[src/rtl/handshake_pkg.sv]
// Shared constants and elaboration helpers for the handshake pipeline chain.
// Kept free of logic so any block in the slice can import it.
package handshake_pkg;

   localparam int STAGES_MIN = 1;
   localparam int STAGES_MAX = 16;

   function automatic int clog2(input int n);
      int r;
      r = 0;
      while ((1 << r) < n) r++;
      return r;
   endfunction

   function automatic bit cfg_ok(input int stages, input int skid);
      return (stages >= STAGES_MIN) && (stages <= STAGES_MAX) && (skid == 0 || skid == 1);
   endfunction

endpackage

[src/rtl/handshake_stage.sv]
// One valid/ready register stage; adds INC to each beat it takes in.
// Ready is recomputed locally so no ready signal has to leave the stage.
module handshake_stage #(
   parameter int DW  = 8,
   parameter int INC = 1
) (
   input  logic          clk,
   input  logic          rst,
   input  logic          flush,
   input  logic          prev_valid,
   input  logic [DW-1:0] prev_data,
   input  logic          next_ready,
   output logic          valid,
   output logic [DW-1:0] data
);

   logic ready;

   assign ready = ~valid | next_ready;

   always_ff @(posedge clk or posedge rst) begin
      if (rst)        valid <= 1'b0;
      else if (flush) valid <= 1'b0;
      else if (ready) valid <= prev_valid;
   end

   // Data is a don't-care once flushed, so it ignores flush and only moves on a real transfer.
   always_ff @(posedge clk or posedge rst) begin
      if (rst)                      data <= '0;
      else if (prev_valid & ready)  data <= prev_data + DW'(INC);
   end

endmodule

[src/rtl/handshake_pip_chain.sv]
// Back-pressurable incrementing pipeline with optional input skid entry,
// synchronous flush and a registered occupancy count.
module handshake_pip_chain
   import handshake_pkg::*;
#(
   parameter int DW     = 8,
   parameter int STAGES = 4,
   parameter int INC    = 1,
   parameter int SKID   = 1,
   parameter int OW     = clog2(STAGES + 2)
) (
   input  logic          clk,
   input  logic          rst,
   input  logic          flush,
   input  logic          s_valid,
   output logic          s_ready,
   input  logic [DW-1:0] s_data,
   output logic          m_valid,
   input  logic          m_ready,
   output logic [DW-1:0] m_data,
   output logic [OW-1:0] occupancy
);

   if (!cfg_ok(STAGES, SKID)) begin : g_bad_cfg
      $error("handshake_pip_chain: STAGES must be 1..16 and SKID 0..1");
   end

   // Entry 0 is the stage-0 feed; entry i+1 is the output register of stage i.
   logic [STAGES:0]         vld_pipe;
   logic [STAGES:0][DW-1:0] dat_pipe;
   logic                    ready0;
   logic                    accept;
   logic                    deliver;

   // Closed form of the ready chain: a stage can move unless it and everything after it is full and stalled.
   assign ready0 = m_ready | ~(&vld_pipe[STAGES:1]);

   for (genvar i = 0; i < STAGES; i++) begin : g_stage
      logic next_ready;
      if (i == STAGES - 1) begin : g_last
         assign next_ready = m_ready;
      end else begin : g_mid
         assign next_ready = m_ready | ~(&vld_pipe[STAGES:i+2]);
      end

      handshake_stage #(
         .DW  (DW),
         .INC (INC)
      ) u_stage (
         .clk        (clk),
         .rst        (rst),
         .flush      (flush),
         .prev_valid (vld_pipe[i]),
         .prev_data  (dat_pipe[i]),
         .next_ready (next_ready),
         .valid      (vld_pipe[i+1]),
         .data       (dat_pipe[i+1])
      );
   end

   if (SKID == 1) begin : g_skid
      logic          sk_valid;
      logic [DW-1:0] sk_data;

      // A full skid entry takes precedence so beats leave in arrival order.
      assign s_ready     = ~sk_valid;
      assign vld_pipe[0] = sk_valid | s_valid;
      assign dat_pipe[0] = sk_valid ? sk_data : s_data;

      always_ff @(posedge clk or posedge rst) begin
         if (rst) begin
            sk_valid <= 1'b0;
            sk_data  <= '0;
         end else if (flush) begin
            sk_valid <= 1'b0;
         end else if (sk_valid) begin
            if (ready0) sk_valid <= 1'b0;
         end else if (s_valid & ~ready0) begin
            sk_valid <= 1'b1;
            sk_data  <= s_data;
         end
      end
   end else begin : g_noskid
      assign s_ready     = ready0;
      assign vld_pipe[0] = s_valid;
      assign dat_pipe[0] = s_data;
   end

   assign m_valid = vld_pipe[STAGES];
   assign m_data  = dat_pipe[STAGES];
   assign accept  = s_valid & s_ready;
   assign deliver = m_valid & m_ready;

   always_ff @(posedge clk or posedge rst) begin
      if (rst)                     occupancy <= '0;
      else if (flush)              occupancy <= '0;
      else if (accept & ~deliver)  occupancy <= occupancy + OW'(1);
      else if (~accept & deliver)  occupancy <= occupancy - OW'(1);
   end

endmodule

[config.mk]
export PLATFORM = sky130hd
export DESIGN_NAME = handshake_pip_chain
export DESIGN_NICKNAME = d
export VERILOG_FILES = /design/src/rtl/handshake_pkg.sv /design/src/rtl/handshake_stage.sv /design/src/rtl/handshake_pip_chain.sv
export SDC_FILE = /design/constraint.sdc
export NUM_CORES = 1
export LEC_CHECK = 0
export ABC_CLOCK_PERIOD_IN_PS = 3900
export BUFFER_PORTS_ARGS = -buffer_cell sky130_fd_sc_hd__buf_2
export CORE_AREA = 5 5 77 79
export CTS_BUF_LIST = sky130_fd_sc_hd__clkbuf_8
export DETAILED_ROUTE_END_ITERATION = 7
export DIE_AREA = 0 0 82 84
export PLACE_DENSITY = 0.68
export SYNTH_ARGS = -nofsm -noshare
export SYNTH_HDL_FRONTEND = slang
export SYNTH_SLANG_ARGS = --single-unit
export TNS_END_PERCENT = 20
[constraint.sdc]
create_clock -name clk -period 3.9 [get_ports clk]
set_input_delay 0.195 -clock clk [delete_from_list [all_inputs] [get_ports clk]]
set_output_delay 0.195 -clock clk [all_outputs]
set_load 0.05 [all_outputs]
==> run summary <==
share of post-route cells with drive strength above 1: 20.0%
Final setup viols: 0
Starting Density: 47.3%
most frequent cells in the layout: dfrtp_1 (48), nand2_1 (33), o21ai_0 (26)
first-pass GRT wire length: 7420 um
height of the die: 84 um
gr ovfl total: 0
pins over their slew limit: 0
CP arrival: 2.42 ns
CTS tree: built
CP Capture Type: flop
Critical path origin: g_skid.sk_valid
CP Class: reg2reg
Max Clk Rate: 453 MHz
Placed Area: 2610 um2
maximum VDD drop: 0.254 mV
H-tree Lvls: 2
Synth Net Count: 259
Layout Nets: 277
DR vias/cell: 4.98
Clock Skew: 0.00615 ns
ANT cells: 0
Layout area overhead: 8.93%
row count: 27
Setup Slack @ Placement: 1.72 ns
worst-path maximum fanout: 15
final setup TNS: 0 ns
initial DRC count: 36
status: completed
clk_lat worst skew: 0.30 ns
GRT Overall Usage: 13.9%
R2R Setup Slk: 1.69 ns
Leakage: 1.22 nW
routability congestion estimate: 0.727
final core occ: 51.6%
DIE WIDTH: 82 um
Synth warnings: 0
commonest non-fill, non-tap cell in the layout: dfrtp_1
class of the worst hold path: in2async
final instance area: 2720 um2
fin crit share: 56.6%
Seq/Total Area, Yosys: 48.1%
cts hold-fix bufs: 0
# Post-CTS Setup Buffers: 0
vias in the first global route: 1703
worst slew pin tran: 0.960 ns
crit path to: g_stage[0].u_stage.data[6]
reg2reg end: g_stage[0].u_stage.data[6]
Overall Power: 1.31 mW
Worst-path clk slew: 0.09 ns
final non-filler cell total: 332
DR DRC count: 0
routed wire length: 4130 um
CP Launch Type: flop
Routed WL per cell: 12.4 um
Mapped Cells: 241
Final Hold Viols: 0
final worst setup slack: 1.69 ns
Port Buffer Count: 25
Cell Area, Synth: 2490 um2
R2R depth: 7
maxcap violations: 0
IO Pins: 26
clk root buf: clkbuf_8
Num CTS Buffers: 5
P per Cell Area: 482 nW/um2
unrepaired setup endpoints after global routing: false
WP data required: 4.11 ns
initial antenna violation count: 0
clk buf depth: 2
Worst slew margin: 35.9%
Cells after DPL: 324
Pre-antenna DRT Iters: 4
Sink Count: 48
Mean Syn Cell Area: 10.4 um2
post-CTS sizing: 0
library cells used by synthesis: 38
total die area: 6890 um2
worst hold slack: 0.102 ns
core footprint: 5270 um2
Worst R2R Start: g_skid.sk_valid
Detail Placement HPWL: 3050 um
number of synthesized register bits: 48
# fillers: 517
Period minus WS final: 2.21 ns
vias after detailed routing: 1655
Detail Route Antenna Nets: 0
pin count of the biggest net entering global routing: 49
==> routing by layer <==
layer | GRT usage, % | up-vias | share of wire, %
li1 | - | 861 | -
met5 | 0 | - | 0
met2 | 24.2 | 26 | 52
met3 | 4.97 | 7 | 4.5
met1 | 15.2 | 761 | 42
met4 | 4.53 | 0 | 1.6
==> power by group <==
group | switching, mW | leakage, nW | internal (mW) | total, mW
clock network | 0.164 | 0.0593 | 0.188 | 0.351
registers | 0.0702 | 0.620 | 0.577 | 0.647
logic | 0.208 | 0.537 | 0.104 | 0.312
total | 0.441 | 1.22 | 0.869 | 1.31
==> kinds of logic after synthesis <==
logic type,share of synthesized area [%]
simple gates,16.7
flops,48.1
compound gates,9.83
xor+xnor,8.07
buf+inv,5.22
mux,9.23
fa+ha+maj,2.81
==> layout make-up <==
type                    instances  area [um2]  share of cell area (%)
multi-input cells             171        1160                    42.8
flip-flops and latches         48        1200                    44.2
clock buffers                   5        68.8                    2.53
inverters                       8        30.0                    1.10
repair buffers                 25         125                    4.60
well taps                      72        90.1                    3.31
clock inverters                 3        38.8                    1.43
==> registers in the layout (all words and copies together), names as in the netlist <==
| name | cells |
|---|---|
| g_stage.u_stage.data | 32 |
| occupancy | 3 |
| g_skid.sk_valid | 1 |
| g_stage.u_stage.valid | 4 |
| g_skid.sk_data | 8 |
==> synthesized netlist by cell type <==
cell type / instances / area share [%]
dfrtp_1: 48 / 48
nand2_1: 33 / 5.0
o21ai_0: 26 / 5.2
xor2_1: 17 / 6.0
mux2_2: 14 / 6.3
nand3_1: 13 / 2.6
nor2_1: 9 / 1.4
buf_4: 8 / 2.4
inv_1: 8 / 1.2
nor3_1: 6 / 1.2
xnor2_1: 6 / 2.1
and3_1: 5 / 1.3
mux2i_1: 5 / 2.0
a21oi_1: 4 / 0.80
ha_1: 4 / 2.0
nand3b_1: 3 / 0.90
a211oi_1: 2 / 0.60
and4_1: 2 / 0.70
buf_2: 2 / 0.40
buf_6: 2 / 0.90
clkbuf_1: 2 / 0.30
nand2b_1: 2 / 0.50
nand4_1: 2 / 0.50
nor3b_1: 2 / 0.60
o21a_1: 2 / 0.60
o21ai_1: 2 / 0.40
a2111oi_4: 1 / 1.1
a21o_1: 1 / 0.30
and2_1: 1 / 0.25
and4b_1: 1 / 0.40
fa_1: 1 / 0.80
mux2i_4: 1 / 0.90
nand4b_1: 1 / 0.35
nor2_4: 1 / 0.45
nor2b_1: 1 / 0.25
nor3_2: 1 / 0.40
o31ai_1: 1 / 0.30
o31ai_2: 1 / 0.50
==> how the worst min path moves through the flow <==
stage / from / end / slack (ns) / cells past startpoint
3_5_place_dp: s_data[1] / g_skid.sk_data[1] / 0.45 / 2
3_3_place_gp: s_data[0] / g_skid.sk_data[0] / 0.45 / 2
4_1_cts: s_data[1] / g_skid.sk_data[1] / 0.12 / 2
5_1_grt: s_data[6] / g_skid.sk_data[6] / 0.13 / 2
2_1_floorplan: flush / g_stage[2].u_stage.valid / 0.26 / 1
6_report: rst / occupancy[0] / 0.10 / 2
==> worst max-delay path: stages, from the launching register on <==
cell and delay, ns:
dfrtp_1 0.73, mux2i_1 0.50, inv_1 0.12, ha_1 0.23
inv_1 0.10, a211oi_1 0.07, xor2_1 0.15, o21ai_0 0.20
Power figures use the tool's default switching activity.
